===== src/rtl/bram_arbiter_if.sv =====
// Bus bundle between the frame-buffer arbiter, its two requesters and the BRAM.
// slave: the arbiter's view. master: the requester/BRAM side (testbench).
// Flow control is grant/ready per cycle; read returns flagged by rvalid.
interface bram_arbiter_if #(
  parameter int RAM_WIDTH     = 32,
  parameter int RAM_ADDR_BITS = 15
);
  // video pixel-fetch path (read-only)
  logic                     vid_req;
  logic [RAM_ADDR_BITS-1:0] vid_addr;
  logic                     vid_grant;
  logic                     vid_rvalid;
  logic [RAM_WIDTH-1:0]     vid_rdata;
  // host read/write port
  logic                     host_valid;
  logic                     host_we;
  logic [RAM_ADDR_BITS-1:0] host_addr;
  logic [RAM_WIDTH-1:0]     host_wdata;
  logic                     host_ready;
  logic                     host_rvalid;
  logic [RAM_WIDTH-1:0]     host_rdata;
  // BRAM command/return
  logic                     ram_enable;
  logic                     write_enable;
  logic [RAM_ADDR_BITS-1:0] ram_address;
  logic [RAM_WIDTH-1:0]     ram_wdata;
  logic [RAM_WIDTH-1:0]     ram_rdata;

  modport slave (
    input  vid_req, vid_addr,
    output vid_grant, vid_rvalid, vid_rdata,
    input  host_valid, host_we, host_addr, host_wdata,
    output host_ready, host_rvalid, host_rdata,
    output ram_enable, write_enable, ram_address, ram_wdata,
    input  ram_rdata
  );

  modport master (
    output vid_req, vid_addr,
    input  vid_grant, vid_rvalid, vid_rdata,
    output host_valid, host_we, host_addr, host_wdata,
    input  host_ready, host_rvalid, host_rdata,
    input  ram_enable, write_enable, ram_address, ram_wdata,
    output ram_rdata
  );
endinterface


===== src/rtl/bram_arbiter.sv =====
// Shares a single-port BRAM between video fetch (priority) and a host port.
// Latency: command issues combinationally; read data returns 1 cycle later.
// Backpressure: video loses a denied cycle; host holds until host_ready, forced in after STARVE_LIMIT losses.
module bram_arbiter #(
  parameter int RAM_WIDTH     = 32,
  parameter int RAM_ADDR_BITS = 15,
  parameter int STARVE_LIMIT  = 8
) (
  input  logic           clock,
  input  logic           reset_n,
  bram_arbiter_if.slave  bus
);

  localparam logic [7:0] LIMIT = 8'(STARVE_LIMIT);

  typedef enum logic [1:0] {
    SRC_NONE = 2'd0,
    SRC_VID  = 2'd1,
    SRC_HOST = 2'd2
  } src_t;

  src_t       rd_src;
  logic [7:0] starve_cnt;
  logic       force_host;
  logic       vid_grant;
  logic       host_ready;
  logic       host_grant;

  // Host steals the slot only once video has won STARVE_LIMIT times in a row.
  assign force_host = bus.host_valid && bus.vid_req && (starve_cnt == LIMIT);
  assign vid_grant  = bus.vid_req && !force_host;
  assign host_ready = !bus.vid_req || force_host;
  assign host_grant = bus.host_valid && host_ready;

  assign bus.vid_grant    = vid_grant;
  assign bus.host_ready   = host_ready;
  assign bus.ram_enable   = vid_grant || host_grant;
  assign bus.write_enable = host_grant && bus.host_we;

  // Command mux: the grants are mutually exclusive; idle drives zeros.
  always_comb begin
    bus.ram_address = '0;
    bus.ram_wdata   = '0;
    if (vid_grant) begin
      bus.ram_address = bus.vid_addr;
    end else if (host_grant) begin
      bus.ram_address = bus.host_addr;
      bus.ram_wdata   = bus.host_wdata;
    end
  end

  // Count consecutive host-blocked video grants; any host win or host withdrawal restarts it.
  always_ff @(posedge clock or negedge reset_n) begin
    if (!reset_n) begin
      starve_cnt <= 8'd0;
    end else if (!bus.host_valid || host_grant) begin
      starve_cnt <= 8'd0;
    end else if (vid_grant && (starve_cnt != LIMIT)) begin
      starve_cnt <= starve_cnt + 8'd1;
    end
  end

  // Tag each issued read so the BRAM's registered output goes back to its issuer.
  always_ff @(posedge clock or negedge reset_n) begin
    if (!reset_n) begin
      rd_src <= SRC_NONE;
    end else if (vid_grant) begin
      rd_src <= SRC_VID;
    end else if (host_grant && !bus.host_we) begin
      rd_src <= SRC_HOST;
    end else begin
      rd_src <= SRC_NONE;
    end
  end

  assign bus.vid_rvalid  = (rd_src == SRC_VID);
  assign bus.host_rvalid = (rd_src == SRC_HOST);
  // Both sides see the raw BRAM output; rvalid qualifies it.
  assign bus.vid_rdata   = bus.ram_rdata;
  assign bus.host_rdata  = bus.ram_rdata;

endmodule


===== src/flat_wrapper.sv =====
// flat-port wrapper written by rule: the top's interface ports become plain ports
module bram_arbiter_flat 
#(
  parameter int RAM_WIDTH     = 32,
  parameter int RAM_ADDR_BITS = 15,
  parameter int STARVE_LIMIT  = 8
)
  (clock, reset_n, bus_vid_req, bus_vid_addr, bus_vid_grant, bus_vid_rvalid, bus_vid_rdata, bus_host_valid, bus_host_we, bus_host_addr, bus_host_wdata, bus_host_ready, bus_host_rvalid, bus_host_rdata, bus_ram_enable, bus_write_enable, bus_ram_address, bus_ram_wdata, bus_ram_rdata);
  bram_arbiter_if #(.RAM_WIDTH(RAM_WIDTH), .RAM_ADDR_BITS(RAM_ADDR_BITS)) bus_i ();
  input  logic clock;
  input  logic reset_n;
  input wire logic [$bits(bus_i.vid_req)-1:0] bus_vid_req;
  input wire logic [$bits(bus_i.vid_addr)-1:0] bus_vid_addr;
  output wire logic [$bits(bus_i.vid_grant)-1:0] bus_vid_grant;
  output wire logic [$bits(bus_i.vid_rvalid)-1:0] bus_vid_rvalid;
  output wire logic [$bits(bus_i.vid_rdata)-1:0] bus_vid_rdata;
  input wire logic [$bits(bus_i.host_valid)-1:0] bus_host_valid;
  input wire logic [$bits(bus_i.host_we)-1:0] bus_host_we;
  input wire logic [$bits(bus_i.host_addr)-1:0] bus_host_addr;
  input wire logic [$bits(bus_i.host_wdata)-1:0] bus_host_wdata;
  output wire logic [$bits(bus_i.host_ready)-1:0] bus_host_ready;
  output wire logic [$bits(bus_i.host_rvalid)-1:0] bus_host_rvalid;
  output wire logic [$bits(bus_i.host_rdata)-1:0] bus_host_rdata;
  output wire logic [$bits(bus_i.ram_enable)-1:0] bus_ram_enable;
  output wire logic [$bits(bus_i.write_enable)-1:0] bus_write_enable;
  output wire logic [$bits(bus_i.ram_address)-1:0] bus_ram_address;
  output wire logic [$bits(bus_i.ram_wdata)-1:0] bus_ram_wdata;
  input wire logic [$bits(bus_i.ram_rdata)-1:0] bus_ram_rdata;
  assign bus_i.vid_req = bus_vid_req;
  assign bus_i.vid_addr = bus_vid_addr;
  assign bus_vid_grant = bus_i.vid_grant;
  assign bus_vid_rvalid = bus_i.vid_rvalid;
  assign bus_vid_rdata = bus_i.vid_rdata;
  assign bus_i.host_valid = bus_host_valid;
  assign bus_i.host_we = bus_host_we;
  assign bus_i.host_addr = bus_host_addr;
  assign bus_i.host_wdata = bus_host_wdata;
  assign bus_host_ready = bus_i.host_ready;
  assign bus_host_rvalid = bus_i.host_rvalid;
  assign bus_host_rdata = bus_i.host_rdata;
  assign bus_ram_enable = bus_i.ram_enable;
  assign bus_write_enable = bus_i.write_enable;
  assign bus_ram_address = bus_i.ram_address;
  assign bus_ram_wdata = bus_i.ram_wdata;
  assign bus_i.ram_rdata = bus_ram_rdata;
  bram_arbiter #(.RAM_WIDTH(RAM_WIDTH), .RAM_ADDR_BITS(RAM_ADDR_BITS), .STARVE_LIMIT(STARVE_LIMIT)) u_core (.clock(clock), .reset_n(reset_n), .bus(bus_i));
endmodule

===== config.mk =====
export PLATFORM = sky130hd
export DESIGN_NAME = bram_arbiter_flat
export DESIGN_NICKNAME = d
export VERILOG_FILES = /design/src/rtl/bram_arbiter_if.sv /design/src/rtl/bram_arbiter.sv /design/src/flat_wrapper.sv
export SDC_FILE = /design/constraint.sdc
export NUM_CORES = 1
export LEC_CHECK = 0
export ABC_CLOCK_PERIOD_IN_PS = 2500
export CAP_MARGIN = 20
export CORE_AREA = 2 2 84 86
export CTS_CLUSTER_DIAMETER = 100
export DETAILED_ROUTE_END_ITERATION = 6
export DIE_AREA = 0 0 86 88
export DONT_BUFFER_PORTS = 1
export GPL_ROUTABILITY_DRIVEN = 0
export GPL_TIMING_DRIVEN = 1
export PLACE_DENSITY = 0.34
export SYNTH_ARGS = -nofsm -noshare
export SYNTH_HDL_FRONTEND = slang
export SYNTH_SLANG_ARGS = --single-unit

===== constraint.sdc =====
create_clock -name clock -period 2.5 [get_ports clock]
set_clock_uncertainty 0.2 [all_clocks]
set_input_delay 0.25 -clock clock [delete_from_list [all_inputs] [get_ports clock]]
set_output_delay 0.25 -clock clock [all_outputs]
set_load 0.02 [all_outputs]

# After elaboration in Yosys (flattened, before gate mapping)
# Cells that the tools add are included.
[classes]
n_addsub = 1
multipliers = 0
n_div = 0
order_cmp = 0
n_eq_ne = 4
shift = 0
mux = 8
bitwise = 0
reduce_logical = 15
[op_table]
columns = ["op", "n"]
rows = [
  ["$mux W32", 2],
  ["$mux W15", 2],
  ["$mux W8", 2],
  ["$add A8 B1 Y8 const B", 1],
  ["$eq A8 B4 Y1 const B", 1],
  ["$ne A8 B4 Y1 const B", 1],
  ["$logic_and A1 B1 Y1", 7],
  ["$logic_not A1 Y1", 4],
  ["$mux W2", 2],
  ["$logic_or A1 B1 Y1", 3],
  ["$eq A2 B1 Y1 const B", 1],
  ["$eq A2 B2 Y1 const B", 1],
  ["$reduce_bool A2 Y1", 1],
]
[word_totals]
reg_bits = 10
latchBits = 0
mem_bits_rw = 0
rom_bits = 0
in_bits = 99
out_inout_bits = 117
elab_cells = 30
memories = 0

# Longest topological paths before layout
# Gate-level depths: netlist of the first run.
[depth]
ltp_word = 7
depth_mapped = 7
mapped_depth_nobuf = 5

# Least setup slack after synthesis of the first run
# Ideal clock, no wire load.
[synth_path]
path_kind = "flip-flop to output port"
start = "register u_core.starve_cnt[5]"
end = "output bus_ram_address[10]"
arrival_ps = 1696
t_required_ps = 2050
path_slack_ps = 354
path_stages_with_launch = 6
n_path_buf = 2
path_cell_list = "dfrtp_1 > or4b_1 > o21a_1 > buf_6 > buf_6 > a22o_1"
[synth_between]
elab_cells_between_ends = 8
classes_between = "eq/ne: 1; mux: 2; reduce/logical: 5"
[synth_lines]
columns = ["item", "line_no", "text"]
rows = [
  ["start: declaration", "bram_arbiter.sv:23", "logic [7:0] starve_cnt;"],
  ["start signal: assignment", "bram_arbiter.sv:59", "starve_cnt <= starve_cnt + 8'd1;"],
  ["$eq A8 B4 Y1", "bram_arbiter.sv:30", "assign force_host = bus.host_valid && bus.vid_req && (starve_cnt == LIMIT);"],
  ["$logic_and A1 B1 Y1", "bram_arbiter.sv:30", ""],
  ["$logic_not A1 Y1", "bram_arbiter.sv:31", "assign vid_grant = bus.vid_req && !force_host;"],
  ["$logic_and A1 B1 Y1", "bram_arbiter.sv:31", ""],
  ["via bus_vid_grant", "flat_wrapper.sv:14", "output wire logic [$bits(bus_i.vid_grant)-1:0] bus_vid_grant;"],
  ["$mux W15", "bram_arbiter.sv:44", "if (vid_grant) begin"],
  ["end: declaration", "flat_wrapper.sv:26", "output wire logic [$bits(bus_i.ram_address)-1:0] bus_ram_address;"],
]
# The timed path passes the listed nets, and every way through them passes these cells.

# Final worst setup path of the first run
[layout_path]
start = "register u_core.starve_cnt[5]"
end = "output bus_ram_address[12]"
[layout_between]
elab_chain_cells = 6
elab_cells_between_ends = 8
classes_between = "eq/ne: 1; mux: 2; reduce/logical: 5"
[layout_rtl]
columns = ["item", "line_no", "text"]
rows = [
  ["$eq A8 B4 Y1 (*)", "bram_arbiter.sv:30", ""],
  ["$logic_and A1 B1 Y1 (*)", "bram_arbiter.sv:30", ""],
  ["$logic_or A1 B1 Y1", "bram_arbiter.sv:32", "assign host_ready = !bus.vid_req || force_host;"],
  ["$logic_and A1 B1 Y1", "bram_arbiter.sv:33", "assign host_grant = bus.host_valid && host_ready;"],
  ["$mux W15", "bram_arbiter.sv:46", "end else if (host_grant) begin"],
  ["$mux W15 (*)", "bram_arbiter.sv:44", ""],
]
# Every way passes the cells marked *; elsewhere a longest branch is shown, timed or not.

==> results.sh, run 1 <==
export IMPL_start_util_pct=20.6
export IMPL_dpl_hpwl_um=3250
export IMPL_r2r_worst_path_cells=6
export IMPL_fillerInstances=730
export IMPL_rows=30
export IMPL_avgViaCountPerCell=4.87
export IMPL_antenna_found_initial=0
export IMPL_synth_xor_area_share_pct=1.92
export IMPL_relSlewSlack_pct=68.7
export IMPL_synth_nets=270
export IMPL_start_kind="flip-flop"
export IMPL_drt_wl_total_um=3800
export IMPL_critPathKind="flip-flop to output pin"
export IMPL_fin_crit_ns=2.43
export IMPL_holdPathStages=3
export IMPL_synth_cells=169
export IMPL_power_mw=0.516
export IMPL_cts_tree="done"
export IMPL_synthToLayoutAreaGrowth_pct=-19.0
export IMPL_rsz0062_at_grt="true"
export IMPL_end_kind="output pin"
export IMPL_num_antenna_cells=0
export IMPL_min_period_over_period_pct=97.4
export IMPL_grt_pass1_wl_um=4790
export IMPL_coreArea_um2=6640
export IMPL_synthDistinctLibCells=25
export IMPL_fmax_mhz=411
export IMPL_ant_nets=0
export IMPL_die_h_um=88
export IMPL_postCtsSetupBuffers=0
export IMPL_synth_compound_area_share_pct=13.8
export IMPL_final_common_cell="and2_1"
export IMPL_cts_clk_slew_worst_paths_ns=0.05
export IMPL_clkSinkCount=10
export IMPL_hold_violations=0
export IMPL_cp_data_arrival_time_ns=1.98
export IMPL_ys_warn_count=0
export IMPL_report_final_slew_viol_count=0
export IMPL_pre_cts_slack_ns=0.230
export IMPL_min_path_type="primary input to flip-flop"
export IMPL_layout_common_cells="and2_1 (33), a22o_1 (13), dfrtp_1 (10)"
export IMPL_timing_final_ws_setup_ns=0.0657
export IMPL_drive_above_1_share_pct=16.8
export IMPL_clk_path_buf_depth=2
export IMPL_io_pins=216
export IMPL_power_density_nw_per_um2=465
export IMPL_finalSetupViolations=0
export IMPL_synthAdderAreaFrac_pct=1.83
export IMPL_r2r_slack_ns=0.64
export IMPL_dr_pass1_iters=4
export IMPL_root_buffer="clkbuf_8"
export IMPL_status="completed"
export IMPL_synth_simple_area_share_pct=24.2
export IMPL_drc=0
export IMPL_wl_per_cell_um=19.7
export IMPL_gr_total_overflow=0
export IMPL_nets=215
export IMPL_tightestPinTransition_ns=0.467
export IMPL_leakagePower_nw=0.460
export IMPL_drv_cap=0
export IMPL_cts_max_level=1
export IMPL_die_x_um=86
export IMPL_drtIter0Drc=34
export IMPL_cts_buffers=3
export IMPL_syn_area_um2=1370
export IMPL_timing_setup_tns_ns=0
export IMPL_worstPathRequired_ns=2.05
export IMPL_syn_area_per_cell_um2=8.11
export IMPL_path_max_fanout=11
export IMPL_portBuffers=0
export IMPL_grt_usage_pct=8.48
export IMPL_die_area_um2=7570
export IMPL_synthMuxAreaShare_pct=0
export IMPL_ys_ff_latch=10
export IMPL_dr_total_vias=940
export IMPL_synth_top_family_by_area="buffers and inverters"
export IMPL_vdd_ir_drop_worst_uv=93.8
export IMPL_clk_latency_ns=0.24
export IMPL_final_util_pct=16.7
export IMPL_synth_seq_area_share_pct=18.3
export IMPL_grt_pass1_vias=924
export IMPL_grt_max_degree=38
==> cells in the mapped netlist <==
cell type	n	area (µm²)
nand3_1	2	10.0
o21ai_0	3	15.0
dfrtp_1	10	250
inv_1	5	18.8
nand2_1	2	7.51
or4bb_1	1	11.3
a22o_1	15	131
buf_4	66	495
or4b_1	1	10.0
buf_6	2	22.5
xor2_1	2	17.5
and2_1	33	206
a21oi_1	3	15.0
or3_1	4	25.0
o211ai_1	1	7.51
xnor2_1	1	8.76
clkbuf_1	3	11.3
or2_2	1	6.26
o22ai_2	1	12.5
nand4bb_1	1	11.3
nor2b_1	3	18.8
o21a_1	1	7.51
nand4_1	1	6.26
ha_1	2	25.0
nor2_1	5	18.8
==> layer usage <==
| layer | global-route usage, % | up-vias | routed length, µm |
|---|---|---|---|
| li1 | - | 375 | - |
| met1 | 9.92 | 430 | 1390 |
| met2 | 13.1 | 118 | 1830 |
| met3 | 2.45 | 17 | 466 |
| met4 | 6.49 | 0 | 123 |
| met5 | 0 | - | 0 |
==> layout make-up <==
cell class | count | area (µm²) | area share, %
multi-input cells | 83 | 586 | 52.8
flip-flops and latches | 10 | 250 | 22.5
repair buffers | 11 | 100 | 9.02
well taps | 80 | 100 | 9.02
clock buffers | 4 | 55.1 | 4.96
inverters | 5 | 18.8 | 1.69
==> power by group <==
group          switching, mW  leakage (nW)  internal (mW)
sequential           0.00201         0.136          0.165
clock                 0.0642        0.0288          0.139
combinational         0.0995         0.295         0.0464
==> metrics by stage <==
step	hold WS (ns)	cells	area, µm²
5_1_grt	0.158	193	1110
2_1_floorplan	-0.246	169	1370
3_5_place_dp	-0.245	187	1010
4_1_cts	0.119	193	1090
3_3_place_gp	-0.245	187	1010
6_report	0.127	193	1110
==> what timing repair did <==
| item | CTS | global route |
|---|---|---|
| hold buffers | 2 | 0 |
| gates resized for setup | 2 | 6 |
| hold endpoints to repair | 11 | 0 |
| endpoints found under the setup margin | 11 | 16 |
==> kinds of logic (layout without fill, tap and decap cells) <==
logic type      after synthesis  after routing
flops                        10             10
buf+inv                      76             20
fa+ha+maj                     2              2
compound gates               24             24
simple gates                 54             54
xor+xnor                      3              3
==> final timing paths <==
path,startpoint,end
max in group asynchronous,reset_n,u_core.starve_cnt[1]
worst min register to register,u_core.starve_cnt[0],u_core.starve_cnt[0]
worst min-delay path,bus_host_valid,u_core.starve_cnt[7]
min in group asynchronous,reset_n,u_core.starve_cnt[3]
worst max-delay path,u_core.starve_cnt[5],bus_ram_address[12]
worst max register to register,u_core.starve_cnt[0],u_core.starve_cnt[5]
==> registers in the layout (all words and copies together), names as in the netlist <==
| register | cells |
|---|---|
| u_core.starve_cnt | 8 |
| u_core.rd_src | 2 |
==> worst max-delay path, cell delays in order (launching register included) <==
cell	delay, ns
dfrtp_1	0.42
or4b_4	0.57
o21a_4	0.25
buf_4	0.18
a22o_2	0.32
No activity file was read; power rests on OpenSTA's default activity.
==> run 2, diff against run 1 <==
ABC_CLOCK_PERIOD_IN_PS = 2200   (was 2500)
PLACE_DENSITY = 0.35   (was 0.34)
clock period = 2.2 ns   (was 2.5 ns; I/O delays follow)
==> results.sh, run 2 (synthesized netlist as in run 1, its figures left out) <==
export IMPL_rows=30
export IMPL_pre_cts_slack_ns=0.0404
export IMPL_crit_end="bus_ram_address[10]"
export IMPL_timing_setup_tns_ns=-1.22
export IMPL_largestRegisters="u_core.starve_cnt: 8 flops, u_core.rd_src: 2 flops"
export IMPL_grt_pass1_wl_um=4570
export IMPL_portBuffers=0
export IMPL_layout_common_cells="and2_2 (19), and2_4 (14), dfrtp_1 (10)"
export IMPL_finalSetupViolations=46
export IMPL_final_util_pct=19.0
export IMPL_placed_cells_incl_taps=183
export IMPL_violations="setup timing"
export IMPL_grt_max_degree=26
export IMPL_regMostFlops="u_core.starve_cnt"
export IMPL_largest_reg_flops=8
export IMPL_status="complete, but fails checks"
export IMPL_start_util_pct=20.6
export IMPL_worstPathRequired_ns=1.78
export IMPL_timing_final_ws_setup_ns=-0.0427
export IMPL_cp_data_arrival_time_ns=1.82
export IMPL_crit_path_start="u_core.starve_cnt[7]"
export IMPL_r2r_slack_ns=0.25
export IMPL_cts_clk_slew_worst_paths_ns=0.05
export IMPL_min_path_type="primary input to flip-flop"
export IMPL_fmax_mhz=446
export IMPL_cts_tree="done"
export IMPL_clkSinkCount=10
export IMPL_io_pins=216
export IMPL_dpl_hpwl_um=2730
export IMPL_cts_max_level=1
export IMPL_drc=0
export IMPL_final_common_cell="and2_2"
export IMPL_placed_area_um2=991
export IMPL_holdWs_ns=0.0891
export IMPL_root_buffer="clkbuf_8"
export IMPL_grt_usage_pct=7.85
export IMPL_postCtsSetupBuffers=0
export IMPL_coreArea_um2=6640
export IMPL_die_h_um=88
export IMPL_final_cells=190
export IMPL_dr_pass1_iters=4
export IMPL_gr_total_overflow=0
export IMPL_ant_nets=0
export IMPL_min_period_over_period_pct=102
export IMPL_report_final_slew_viol_count=0
export IMPL_dr_total_vias=867
export IMPL_tightestPinTransition_ns=0.447
export IMPL_power_mw=0.572
export IMPL_relSlewSlack_pct=70.1
export IMPL_clk_path_buf_depth=2
export IMPL_die_x_um=86
export IMPL_fin_crit_ns=2.24
export IMPL_start_kind="flip-flop"
export IMPL_drv_cap=0
export IMPL_leakagePower_nw=0.523
export IMPL_wl_per_cell_um=18.9
export IMPL_antenna_found_initial=0
export IMPL_cts_buffers=3
export IMPL_num_antenna_cells=0
export IMPL_hold_violations=0
export IMPL_die_area_um2=7570
export IMPL_r2r_worst_path_cells=6
export IMPL_avgViaCountPerCell=4.56
export IMPL_grt_pass1_vias=832
export IMPL_power_density_nw_per_um2=453
export IMPL_drt_wl_total_um=3580
export IMPL_clk_latency_ns=0.23
export IMPL_drive_above_1_share_pct=57.3
export IMPL_r2r_start="u_core.starve_cnt[0]"
export IMPL_final_area_um2=1260
export IMPL_synthToLayoutAreaGrowth_pct=-7.95
export IMPL_critPathKind="flip-flop to output pin"
export IMPL_path_max_fanout=25
export IMPL_rsz0062_at_grt="true"
export IMPL_vdd_ir_drop_worst_uv=175
export IMPL_end_kind="output pin"
export IMPL_r2r_end="u_core.starve_cnt[5]"
export IMPL_drtIter0Drc=16
export IMPL_holdPathStages=3
export IMPL_nets=213
[run 2: power by group]
part           leakage (nW)  switching [mW]  internal [mW]
registers             0.136         0.00228          0.188
logic                 0.366           0.118         0.0790
clock network        0.0216          0.0652          0.119
total                 0.523           0.186          0.386
[run 2: area by class of cell]
cell class / instances / area [µm²]
Inverter: 5 / 18.8
Fill cell: 729 / 5380
Tap cell: 80 / 100
Timing Repair Buffer: 8 / 97.6
Sequential cell: 10 / 250
Clock buffer: 3 / 41.3
Multi-Input combinational cell: 84 / 753
[run 2: how the worst min path moves through the flow]
stage | startpoint | endpoint | slack [ns]
floorplan | reset_n | u_core.rd_src[0] | -0.28
global placement | reset_n | u_core.starve_cnt[0] | -0.28
detailed placement | reset_n | u_core.starve_cnt[2] | -0.28
CTS | bus_host_valid | u_core.starve_cnt[1] | 0.09
global route | bus_host_valid | u_core.starve_cnt[0] | 0.12
finish | bus_host_valid | u_core.starve_cnt[1] | 0.09
[run 2: metal layers]
metal	part of all wire (%)	vias up	GRT usage [%]
li1	-	379	-
met1	37	380	9.79
met2	51	102	12.8
met3	11	6	2.54
met4	0.73	0	2.60
met5	0	-	0
[run 2: worst max-delay path, stage by stage, from the launching register on]
cell,delay (ns)
dfrtp_1,0.38
or4b_4,0.56
o22ai_4,0.21
buf_12,0.20
a22o_2,0.22
[run 2: repair_timing]
item                       4_1_cts  5_1_grt
setup endpoints to repair       50       48
hold buffers                     2        0
pin swaps                        6        0
resized for setup               68        0
hold endpoints to repair        11        0
cloned                           2        0
==> run 3, diff against run 2 <==
PLACE_DENSITY = not set   (was 0.35)
PLACE_DENSITY_LB_ADDON = 0.12   (was not set)
==> results.sh, run 3 (synthesized netlist as in run 1, its figures left out) <==
export IMPL_status="complete, but fails checks"
export IMPL_violations="setup timing"
export IMPL_critPathKind="flip-flop to output pin"
export IMPL_min_period_over_period_pct=104
export IMPL_start_kind="flip-flop"
export IMPL_fmax_mhz=437
export IMPL_timing_final_ws_setup_ns=-0.0893
export IMPL_wl_per_cell_um=22.6
export IMPL_rows=30
export IMPL_start_util_pct=20.6
export IMPL_clk_latency_ns=0.24
export IMPL_worstPathRequired_ns=1.78
export IMPL_hold_violations=0
export IMPL_die_h_um=88
export IMPL_clk_path_buf_depth=2
export IMPL_portBuffers=0
export IMPL_root_buffer="clkbuf_8"
export IMPL_fin_crit_ns=2.29
export IMPL_placed_cells_incl_taps=185
export IMPL_drt_wl_total_um=4530
export IMPL_largestRegisters="u_core.starve_cnt: 8 flops, u_core.rd_src: 2 flops"
export IMPL_gr_total_overflow=0
export IMPL_drive_above_1_share_pct=60.0
export IMPL_final_cells=200
export IMPL_dr_pass1_iters=3
export IMPL_end_kind="output pin"
export IMPL_rsz0062_at_grt="true"
export IMPL_largest_reg_flops=8
export IMPL_cts_buffers=3
export IMPL_layout_common_cells="and2_4 (29), a22o_4 (15), dfrtp_1 (10)"
export IMPL_die_area_um2=7570
export IMPL_clkSinkCount=10
export IMPL_die_x_um=86
export IMPL_cp_data_arrival_time_ns=1.87
export IMPL_regMostFlops="u_core.starve_cnt"
export IMPL_leakagePower_nw=0.636
export IMPL_tightestPinTransition_ns=0.471
export IMPL_cts_max_level=1
export IMPL_cts_tree="done"
export IMPL_antenna_found_initial=0
export IMPL_min_path_type="primary input to flip-flop"
export IMPL_coreArea_um2=6640
export IMPL_ant_nets=0
export IMPL_nets=222
export IMPL_dr_total_vias=947
export IMPL_final_common_cell="and2_4"
export IMPL_pre_cts_slack_ns=-0.000493
export IMPL_grt_usage_pct=8.78
export IMPL_fillerInstances=705
export IMPL_drtIter0Drc=39
export IMPL_report_final_slew_viol_count=0
export IMPL_finalSetupViolations=49
export IMPL_synthToLayoutAreaGrowth_pct=6.30
export IMPL_num_antenna_cells=0
export IMPL_cts_clk_slew_worst_paths_ns=0.05
export IMPL_grt_max_degree=38
export IMPL_path_max_fanout=6
export IMPL_vdd_ir_drop_worst_uv=167
export IMPL_timing_setup_tns_ns=-2.72
export IMPL_drv_cap=0
export IMPL_dpl_hpwl_um=3330
export IMPL_holdWs_ns=0.0840
export IMPL_power_density_nw_per_um2=452
export IMPL_drc=0
export IMPL_grt_pass1_vias=915
export IMPL_avgViaCountPerCell=4.74
export IMPL_relSlewSlack_pct=68.5
export IMPL_io_pins=216
export IMPL_grt_pass1_wl_um=4970
run 3: changes by cell type in the layout (fill, tap and decap cells not counted), sizes merged:
cell    change
clkbuf      +4
buf         +7
o21a        -1
run 3: report_power, final:
group	internal, mW	leakage (nW)	switching [mW]
combinational	0.108	0.471	0.126
sequential	0.188	0.136	0.00242
clock	0.158	0.0288	0.0765
total	0.454	0.636	0.205
run 3: layer usage:
metal	GRT usage (%)	part of all wire, %
met5	0	0
met4	4.91	2.7
met3	2.92	11
met2	13.5	47
met1	10.7	39
run 3: layout make-up:
class                           count  area, µm²  share of cell area (%)
Sequential cell                    10        250                    17.2
Clock buffer                        4       55.1                    3.78
Multi-Input combinational cell     83        800                    54.9
Tap cell                           80        100                    6.87
Inverter                            5       18.8                    1.29
Timing Repair Buffer               18        233                    16.0
run 3: final timing paths:
path	start	slack, ns	depth (start not counted)	to
setup reg to reg	u_core.starve_cnt[0]	0.32	6	u_core.starve_cnt[6]
min in group asynchronous	reset_n	0.17	1	u_core.starve_cnt[2]
hold / removal	bus_host_valid	0.08	3	u_core.starve_cnt[1]
setup / recovery	u_core.starve_cnt[7]	-0.09	6	bus_ram_wdata[30]
max in group asynchronous	reset_n	1.30	1	u_core.starve_cnt[6]
hold reg to reg	u_core.starve_cnt[0]	0.29	1	u_core.starve_cnt[0]
run 3: critical path, cell delays in order, from the launching register on:
cell and delay, ns:
dfrtp_1 0.37, or4b_4 0.57, o22ai_4 0.17, buf_12 0.16
buf_12 0.12, and2_4 0.13, buf_6 0.11
run 3: stage by stage:
step / instance area, µm² / utilization [%] / power, mW
finish: 1460 / 21.9 / 0.659
global route: 1460 / 21.9 / 0.687
CTS: 1190 / 18.0 / 0.609
detailed placement: 1010 / 15.1 / 0.344
global placement: 1010 / 15.1 / 0.345
floorplan: 1370 / - / 0.496
run 3: repair_timing:
| action | CTS | global route |
|---|---|---|
| cloned | 0 | 4 |
| hold buffers | 2 | 0 |
| resized for setup | 49 | 45 |
| endpoints found under the setup margin | 50 | 49 |
| pin swaps | 3 | 27 |
| endpoints found under the hold margin | 11 | 0 |
| setup buffers | 2 | 3 |
